File: src/rtl/counter_nbit_if.sv
// Control and status bundle for counter_nbit: the controller owns en/up/load/load_val,
// the counter returns the registered count and terminal-count flag.
interface counter_nbit_if #(
  parameter int WIDTH = 20
) ();
  logic             en;
  logic             up;
  logic             load;
  logic [WIDTH-1:0] load_val;
  logic [WIDTH-1:0] count;
  logic             tc;

  modport master (
    output en, up, load, load_val,
    input  count, tc
  );

  modport slave (
    input  en, up, load, load_val,
    output count, tc
  );
endinterface

File: src/rtl/counter_nbit.sv
// Parametrised up/down counter with clamped load, wrap/saturate mode and a terminal-count pulse.
// Optional prescaler selected by defining COUNTER_PRESCALE_EN.
module counter_nbit #(
  parameter int               WIDTH     = 20,
  parameter logic [WIDTH-1:0] MAX_COUNT = {WIDTH{1'b1}},
  parameter int               SATURATE  = 0,
  parameter int               PRESCALE  = 1
) (
  input  logic          clk,
  input  logic          rst,
  counter_nbit_if.slave bus
);

  if (WIDTH < 2) begin : g_bad_width
    $error("counter_nbit: WIDTH must be at least 2");
  end
  if (MAX_COUNT == '0) begin : g_bad_max
    $error("counter_nbit: MAX_COUNT must be at least 1");
  end
  if (PRESCALE < 1) begin : g_bad_prescale
    $error("counter_nbit: PRESCALE must be at least 1");
  end

  logic [WIDTH-1:0] count_q, count_d;
  logic             tc_q, tc_d;
  logic             tick;
  logic             step;
  logic             at_max;
  logic             at_zero;

`ifdef COUNTER_PRESCALE_EN
  localparam int PW = (PRESCALE > 1) ? $clog2(PRESCALE) : 1;
  localparam logic [PW-1:0] PHASE_LAST = PW'(PRESCALE - 1);

  logic [PW-1:0] phase_q, phase_d;

  assign tick = (phase_q == PHASE_LAST);

  // Phase advances only on enabled cycles, so en=0 freezes a partial period.
  always_comb begin
    phase_d = phase_q;
    if (bus.load) begin
      phase_d = '0;
    end else if (bus.en) begin
      phase_d = tick ? '0 : phase_q + PW'(1);
    end
  end

  always_ff @(posedge clk) begin
    if (!rst) begin
      phase_q <= '0;
    end else begin
      phase_q <= phase_d;
    end
  end
`else
  assign tick = 1'b1;
`endif

  assign step    = bus.en && tick;
  assign at_max  = (count_q == MAX_COUNT);
  assign at_zero = (count_q == '0);

  always_comb begin
    count_d = count_q;
    tc_d    = 1'b0;
    if (bus.load) begin
      count_d = (bus.load_val > MAX_COUNT) ? MAX_COUNT : bus.load_val;
    end else if (step) begin
      if (bus.up) begin
        if (at_max) begin
          tc_d    = 1'b1;
          count_d = (SATURATE != 0) ? MAX_COUNT : '0;
        end else begin
          count_d = count_q + WIDTH'(1);
        end
      end else begin
        if (at_zero) begin
          tc_d    = 1'b1;
          count_d = (SATURATE != 0) ? '0 : MAX_COUNT;
        end else begin
          count_d = count_q - WIDTH'(1);
        end
      end
    end
  end

  always_ff @(posedge clk) begin
    if (!rst) begin
      count_q <= '0;
      tc_q    <= 1'b0;
    end else begin
      count_q <= count_d;
      tc_q    <= tc_d;
    end
  end

  assign bus.count = count_q;
  assign bus.tc    = tc_q;

endmodule

File: src/flat_wrapper.sv
// flat-port wrapper written by rule: the top's interface ports become plain ports
module counter_nbit_flat 
#(
  parameter int               WIDTH     = 20,
  parameter logic [WIDTH-1:0] MAX_COUNT = {WIDTH{1'b1}},
  parameter int               SATURATE  = 0,
  parameter int               PRESCALE  = 1
)
  (clk, rst, bus_en, bus_up, bus_load, bus_load_val, bus_count, bus_tc);
  counter_nbit_if #(.WIDTH(WIDTH)) bus_i ();
  input  logic clk;
  input  logic rst;
  input wire logic [$bits(bus_i.en)-1:0] bus_en;
  input wire logic [$bits(bus_i.up)-1:0] bus_up;
  input wire logic [$bits(bus_i.load)-1:0] bus_load;
  input wire logic [$bits(bus_i.load_val)-1:0] bus_load_val;
  output wire logic [$bits(bus_i.count)-1:0] bus_count;
  output wire logic [$bits(bus_i.tc)-1:0] bus_tc;
  assign bus_i.en = bus_en;
  assign bus_i.up = bus_up;
  assign bus_i.load = bus_load;
  assign bus_i.load_val = bus_load_val;
  assign bus_count = bus_i.count;
  assign bus_tc = bus_i.tc;
  counter_nbit #(.WIDTH(WIDTH), .MAX_COUNT(MAX_COUNT), .SATURATE(SATURATE), .PRESCALE(PRESCALE)) u_core (.clk(clk), .rst(rst), .bus(bus_i));
endmodule
File: config.mk
export PLATFORM = sky130hd
export DESIGN_NAME = counter_nbit_flat
export DESIGN_NICKNAME = d
export VERILOG_FILES = /design/src/rtl/counter_nbit_if.sv /design/src/rtl/counter_nbit.sv /design/src/flat_wrapper.sv
export SDC_FILE = /design/constraint.sdc
export NUM_CORES = 1
export LEC_CHECK = 0
export BUFFER_PORTS_ARGS = -buffer_cell sky130_fd_sc_hd__buf_2
export CAP_MARGIN = 10
export CORE_UTILIZATION = 54
export CTS_BUF_LIST = sky130_fd_sc_hd__clkbuf_16
export CTS_CLUSTER_DIAMETER = 80
export CTS_CLUSTER_SIZE = 12
export DETAILED_ROUTE_END_ITERATION = 16
export PLACE_DENSITY = 0.8
export SLEW_MARGIN = 0
export SYNTH_ARGS = -nofsm -noshare
export SYNTH_HDL_FRONTEND = slang
export SYNTH_SLANG_ARGS = --single-unit
export TNS_END_PERCENT = 30
File: constraint.sdc
create_clock -name clk -period 3 [get_ports clk]
set_clock_uncertainty 0.2 [all_clocks]
set_input_delay 0.3 -clock clk [delete_from_list [all_inputs] [get_ports clk]]
set_output_delay 0.3 -clock clk [all_outputs]
set_load 0.01 [all_outputs]
==> impl_metrics.env, run 1 <==
export IMPL_synth_top_cells_by_area="dfxtp_1 21%, o21ai_0 6.6%, nor3_1 5.3%, nand2_1 5.0%, a21oi_1 4.8%"
export IMPL_crit_path_start_kind="register"
export IMPL_outcome="finished, final reports clean"
export IMPL_grt_first_pass_wirelength_mm=10.5
export IMPL_final_instance_count_excl_fill=356
export IMPL_die_width_um=62.4
export IMPL_routed_antenna_nets=0
export IMPL_groute_usage_overall_pct=33.8
export IMPL_synth_yosys_seq_area_share_pct=21.3
export IMPL_cts_root_buffer="clkbuf_16"
export IMPL_grt_setup_unrepaired="no"
export IMPL_place_detailed_instances=352
export IMPL_rows=21
export IMPL_criticalPathCategory="register to register"
export IMPL_die_height_um=62.4
export IMPL_crit_path_max_fanout=15
export IMPL_cts_clk_slew_worst_paths_ps=60
export IMPL_wl_per_cell_um=17.3
export IMPL_report_power_total_uw=903
export IMPL_area_growth_pct=13.5
export IMPL_p_per_area_nw_per_um2=403
export IMPL_slew_headroom_pct=54.0
export IMPL_worst_ir_drop_vdd_mv=0.180
export IMPL_count_of_yosys_warnings_during_synthesis=0
export IMPL_final_min_period_over_clock_period_pct=86.8
export IMPL_most_common_cell_after_layout_fill_and_taps_aside="buf_2"
export IMPL_synth_enable_flop_cells=0
export IMPL_setup_tns_ps=0
export IMPL_critical_path_max_stage_delay_ps=610
export IMPL_fin_nets=339
export IMPL_multiInputGateArea_um2=1400
export IMPL_timing_max_transition_violations_final=0
export IMPL_floorplan_die_area_um2=3900
export IMPL_setup_violators_final=0
export IMPL_syn_area_per_cell_um2=6.91
export IMPL_ys_flop_type="dfxtp_1"
export IMPL_most_common_layout_cells="45 x buf_2, 26 x nand2_1, 26 x o21ai_0"
export IMPL_synth_cell_types=63
export IMPL_cts_hold_buf=0
export IMPL_crit_buf_inv=0
export IMPL_numCtsBuffers=3
export IMPL_gp_congestion=0.941
export IMPL_critical_path_top_cell_by_count="nor3_1"
export IMPL_hold_worst_slack_ps=55.1
export IMPL_diodes=0
export IMPL_maximum_number_of_pins_on_one_net_before_global_route_repair=32
export IMPL_async_reset_ff_share_pct=0
export IMPL_hold_class="input port to register"
export IMPL_drive_gt1_share_pct=20.6
export IMPL_timing_critical_path_cells="nand4_1 > or2_1 > o31ai_1 > nor3_1 > a2111oi_1 > nor3_1"
export IMPL_cts_sinks=21
export IMPL_htree_num_levels=1
export IMPL_critical_path_top_delay_family="compound AO/OA/AOI/OAI gates"
export IMPL_cts_root_to_sink_buffers=2
export IMPL_worstMarginPinSlew_ps=684
export IMPL_cts_tree="done"
export IMPL_fp_coreArea_um2=3420
export IMPL_worstSkewPairLatency_ps=260
export IMPL_yosys_area_top_type="dfxtp_1"
export IMPL_ff_latch_area_um2=420
export IMPL_via_per_inst=6.51
export IMPL_cellLeakagePower_nw=0.858
export IMPL_io_pin_count=46
export IMPL_achievable_frequency_ghz=0.384
export IMPL_synthDominantCellAreaShare_pct=21.3
export IMPL_final_layout_fill_cell_count=335
export IMPL_cts_post_setup_buffers_inserted=0
export IMPL_vias_in_the_first_global_route=2176
export IMPL_design_area_um2=2240
export IMPL_detail_route_drc_violations=0
export IMPL_max_cap_violations=0
export IMPL_globalRoute_totalOverflow=0
export IMPL_synthesized_net_count=313
export IMPL_cts_repair_resize_count=0
export IMPL_drt_pre_antenna_iters=5
export IMPL_worstPathRequired_ps=2940
export IMPL_critPathArrivalTime_ps=2540
export IMPL_totalWireLength_mm=6.17
export IMPL_dr_total_vias=2316
export IMPL_1st_iter_drt_viols=262
export IMPL_place_hpwl_mm=4.34
export IMPL_hold_violations=0
export IMPL_timing_critical_path_slowest_stage_cell="o31ai_1"
export IMPL_grt_antenna_before_repair=0
export IMPL_cell_area_after_technology_mapping_um2=1970
export IMPL_post_detailed_placement_cell_area_um2=2160
export IMPL_critPathCaptureType="register"
export IMPL_finalCriticalPeriod_ps=2600
export IMPL_gate_count_of_the_mapped_netlist=285
export IMPL_start_util_pct=57.7
export IMPL_portBuffers=45
export IMPL_synth_seq_cells=21
==> per-stage QoR <==
step,setup WS (ps),utilization [%]
floorplan,714,-
finish,396,65.5
global route,191,65.5
global placement,479,63.2
CTS,451,65.5
detailed placement,471,63.2
==> state kept, by name, indices dropped and copies added, names as in the netlist <==
register	count
u_core.bus.count	20
u_core.bus.tc	1
==> worst min-delay path, delay by kind of cell <==
family / cells / cell delay, ps
and+or+nand+nor: 2 / 110
buffers and inverters: 1 / 70
==> where the power goes <==
group	switching [mW]	leakage, nW	internal (mW)
Combinational	0.150	0.642	0.106
Clock	0.111	0.0423	0.178
Sequential	0.0560	0.174	0.301
Total	0.317	0.858	0.586
==> cells in the mapped netlist (all sizes together), types with 5 or more instances <==
library cell   n
xor2           6
nor4           5
o21ai         28
nor3          23
inv            6
buf           10
o31ai          5
nand4         11
dfxtp         21
nand2         26
a211oi         5
nor2          26
clkbuf        18
a21oi         19
nand3         17
==> per-layer routing <==
metal	GRT usage, %	wire, um	vias to the layer above
li1	-	-	1120
met1	46.6	2740	1073
met2	54.3	2850	117
met3	2.74	504	6
met4	13.4	66	0
met5	0	0	-
==> cell type report <==
| type | instances | share of cell area (%) |
|---|---|---|
| Tap cell | 46 | 2.57 |
| Timing Repair Buffer | 49 | 11.4 |
| Clock inverter | 1 | 0.168 |
| Multi-Input combinational cell | 230 | 62.7 |
| Clock buffer | 3 | 3.36 |
| Inverter | 6 | 1.01 |
| Sequential cell | 21 | 18.8 |
==> cell families (layout without fill, tap and decap cells) <==
kind of cell    Yosys count  count (layout)  share of synthesized area, %
simple gates            130             130                          35.7
flops                    21              21                          21.3
compound gates           86              86                          28.6
buf+inv                  34              59                          7.49
xor+xnor                 10              10                          4.44
fa+ha+maj                 3               3                          1.90
mux                       1               1                         0.508
==> worst paths after layout <==
check	from	end	slack (ps)	depth (start not counted)
setup / recovery	u_core.bus.count[5]$_SDFFE_PN0P_	u_core.bus.count[8]$_SDFFE_PN0P_	400	6
setup reg to reg	u_core.bus.count[5]$_SDFFE_PN0P_	u_core.bus.count[8]$_SDFFE_PN0P_	400	6
hold reg to reg	u_core.bus.count[7]$_SDFFE_PN0P_	u_core.bus.count[7]$_SDFFE_PN0P_	410	2
hold / removal	bus_load_val[2]	u_core.bus.count[2]$_SDFFE_PN0P_	60	3
Note: power is estimated with default switching activity, not from simulation.
==> run 2: changes to the inputs <==
--- a/config.mk
+++ b/config.mk
@@ -12,7 +12,7 @@
 export CTS_CLUSTER_DIAMETER = 80
 export CTS_CLUSTER_SIZE = 12
 export DETAILED_ROUTE_END_ITERATION = 16
-export PLACE_DENSITY = 0.8
+export PLACE_DENSITY = 0.88
 export SLEW_MARGIN = 0
 export SYNTH_ARGS = -nofsm -noshare
 export SYNTH_HDL_FRONTEND = slang
==> run 2 against run 1 <==
Core utilization is 0.62 points lower. Die area unchanged. Sequential share of layout area grew 0.18 points. Wire length fell by 4.0%. Critical path depth is the same. Final cell count decreased by 0.84%. Clock-buffer cell count is the same. Largest power group unchanged.
==> impl_metrics.env, run 2 (synthesis results as in run 1) <==
export IMPL_hold_worst_slack_ps=53.6
export IMPL_achievable_frequency_ghz=0.378
export IMPL_criticalPathCategory="register to register"
export IMPL_htree_num_levels=1
export IMPL_outcome="finished, final reports clean"
export IMPL_timing_hold_worst_path_depth=3
export IMPL_wl_per_cell_um=16.8
export IMPL_grt_setup_unrepaired="no"
export IMPL_fp_coreArea_um2=3420
export IMPL_critPathArrivalTime_ps=2590
export IMPL_setup_tns_ps=0
export IMPL_slew_headroom_pct=49.9
export IMPL_layout_core_utilization_pct=64.9
export IMPL_drive_gt1_share_pct=20.2
export IMPL_worstMarginPinSlew_ps=745
export IMPL_drt_pre_antenna_iters=8
export IMPL_grt_first_pass_wirelength_mm=9.88
export IMPL_cts_post_setup_buffers_inserted=0
export IMPL_area_growth_pct=12.4
export IMPL_totalWireLength_mm=5.92
export IMPL_1st_iter_drt_viols=290
export IMPL_cts_tree="done"
export IMPL_setup_violators_final=0
export IMPL_critPathCaptureType="register"
export IMPL_final_min_period_over_clock_period_pct=88.1
export IMPL_die_height_um=62.4
export IMPL_globalRoute_totalOverflow=0
export IMPL_portBuffers=45
export IMPL_max_reg_flops=20
export IMPL_io_pin_count=46
export IMPL_grt_antenna_before_repair=0
export IMPL_rows=21
export IMPL_hold_class="input port to register"
export IMPL_cts_hold_buf=0
export IMPL_worstPathRequired_ps=2940
export IMPL_cts_sinks=21
export IMPL_cts_clk_slew_worst_paths_ps=60
export IMPL_max_cap_violations=0
export IMPL_fin_nets=336
export IMPL_hold_violations=0
export IMPL_finalCriticalPeriod_ps=2640
export IMPL_cts_root_buffer="clkbuf_16"
export IMPL_routed_antenna_nets=0
export IMPL_worstSkewPairLatency_ps=260
export IMPL_maximum_number_of_pins_on_one_net_before_global_route_repair=32
export IMPL_start_util_pct=57.7
export IMPL_crit_path_start_kind="register"
export IMPL_place_hpwl_mm=3.96
export IMPL_numCtsBuffers=3
export IMPL_cts_repair_resize_count=0
export IMPL_via_per_inst=6.60
export IMPL_crit_path_max_fanout=15
export IMPL_die_width_um=62.4
export IMPL_timing_max_transition_violations_final=0
export IMPL_diodes=0
export IMPL_gp_congestion=1.00
export IMPL_detail_route_drc_violations=0
export IMPL_most_common_cell_after_layout_fill_and_taps_aside="buf_2"
export IMPL_final_layout_fill_cell_count=322
export IMPL_groute_usage_overall_pct=31.3
export IMPL_worst_ir_drop_vdd_mv=0.210
export IMPL_cellLeakagePower_nw=0.842
export IMPL_vias_in_the_first_global_route=2006
export IMPL_floorplan_die_area_um2=3900
export IMPL_dr_total_vias=2330
export IMPL_most_common_layout_cells="45 x buf_2, 26 x nand2_1, 26 x o21ai_0"
export IMPL_reg2reg_depth=6
export IMPL_cts_root_to_sink_buffers=2
export IMPL_p_per_area_nw_per_um2=410
[run 2: through the flow]
stage / total power [mW] / cells / instance area (um^2) / setup slack (ps)
2_1_floorplan: 0.538 / 285 / 1970 / 714
3_3_place_gp: 0.602 / 349 / 2140 / 517
3_5_place_dp: 0.606 / 349 / 2140 / 429
4_1_cts: 0.900 / 353 / 2220 / 439
5_1_grt: 0.948 / 353 / 2220 / 225
6_report: 0.909 / 353 / 2220 / 357
[run 2: per-layer routing]
layer	routed length [um]	GRT usage [%]	part of all wire, %	vias to the layer above
li1	-	-	-	1116
met1	2560	44.1	43	1072
met2	2730	48.6	46	134
met3	556	4.38	9.4	8
met4	70	10.8	1.2	0
met5	0	0	0	-
[run 2: final timing paths]
kind	from	to	slack [ps]
setup / recovery	u_core.bus.count[5]$_SDFFE_PN0P_	u_core.bus.count[8]$_SDFFE_PN0P_	360
hold / removal	bus_load_val[13]	u_core.bus.count[13]$_SDFFE_PN0P_	50
setup reg to reg	u_core.bus.count[5]$_SDFFE_PN0P_	u_core.bus.count[8]$_SDFFE_PN0P_	360
hold reg to reg	u_core.bus.count[7]$_SDFFE_PN0P_	u_core.bus.count[7]$_SDFFE_PN0P_	400
[run 2: area by class of cell]
type / count / area [um^2] / area share [%]
multi-input combinational: 230 / 1400 / 63.3
sequential: 21 / 420 / 19.0
timing repair buffer: 46 / 233 / 10.5
clock buffer: 3 / 75.1 / 3.39
inverter: 6 / 22.5 / 1.02
clock inverter: 1 / 5.00 / 0.226
tap: 46 / 57.6 / 2.60
[run 2: worst max-delay path, cell delays in order, from the launching register on]
cell       delay [ps]
dfxtp_1           570
nand4_1           230
or2_1             320
o31ai_1           650
nor3_1            110
a2111oi_1         360
nor3_1             70
[run 2: where the power goes]
group / switching, mW / total, mW / internal [mW] / leakage [nW]
clock network: 0.120 / 0.299 / 0.180 / 0.0409
logic: 0.148 / 0.252 / 0.103 / 0.627
registers: 0.0565 / 0.357 / 0.301 / 0.174
total: 0.324 / 0.909 / 0.584 / 0.842
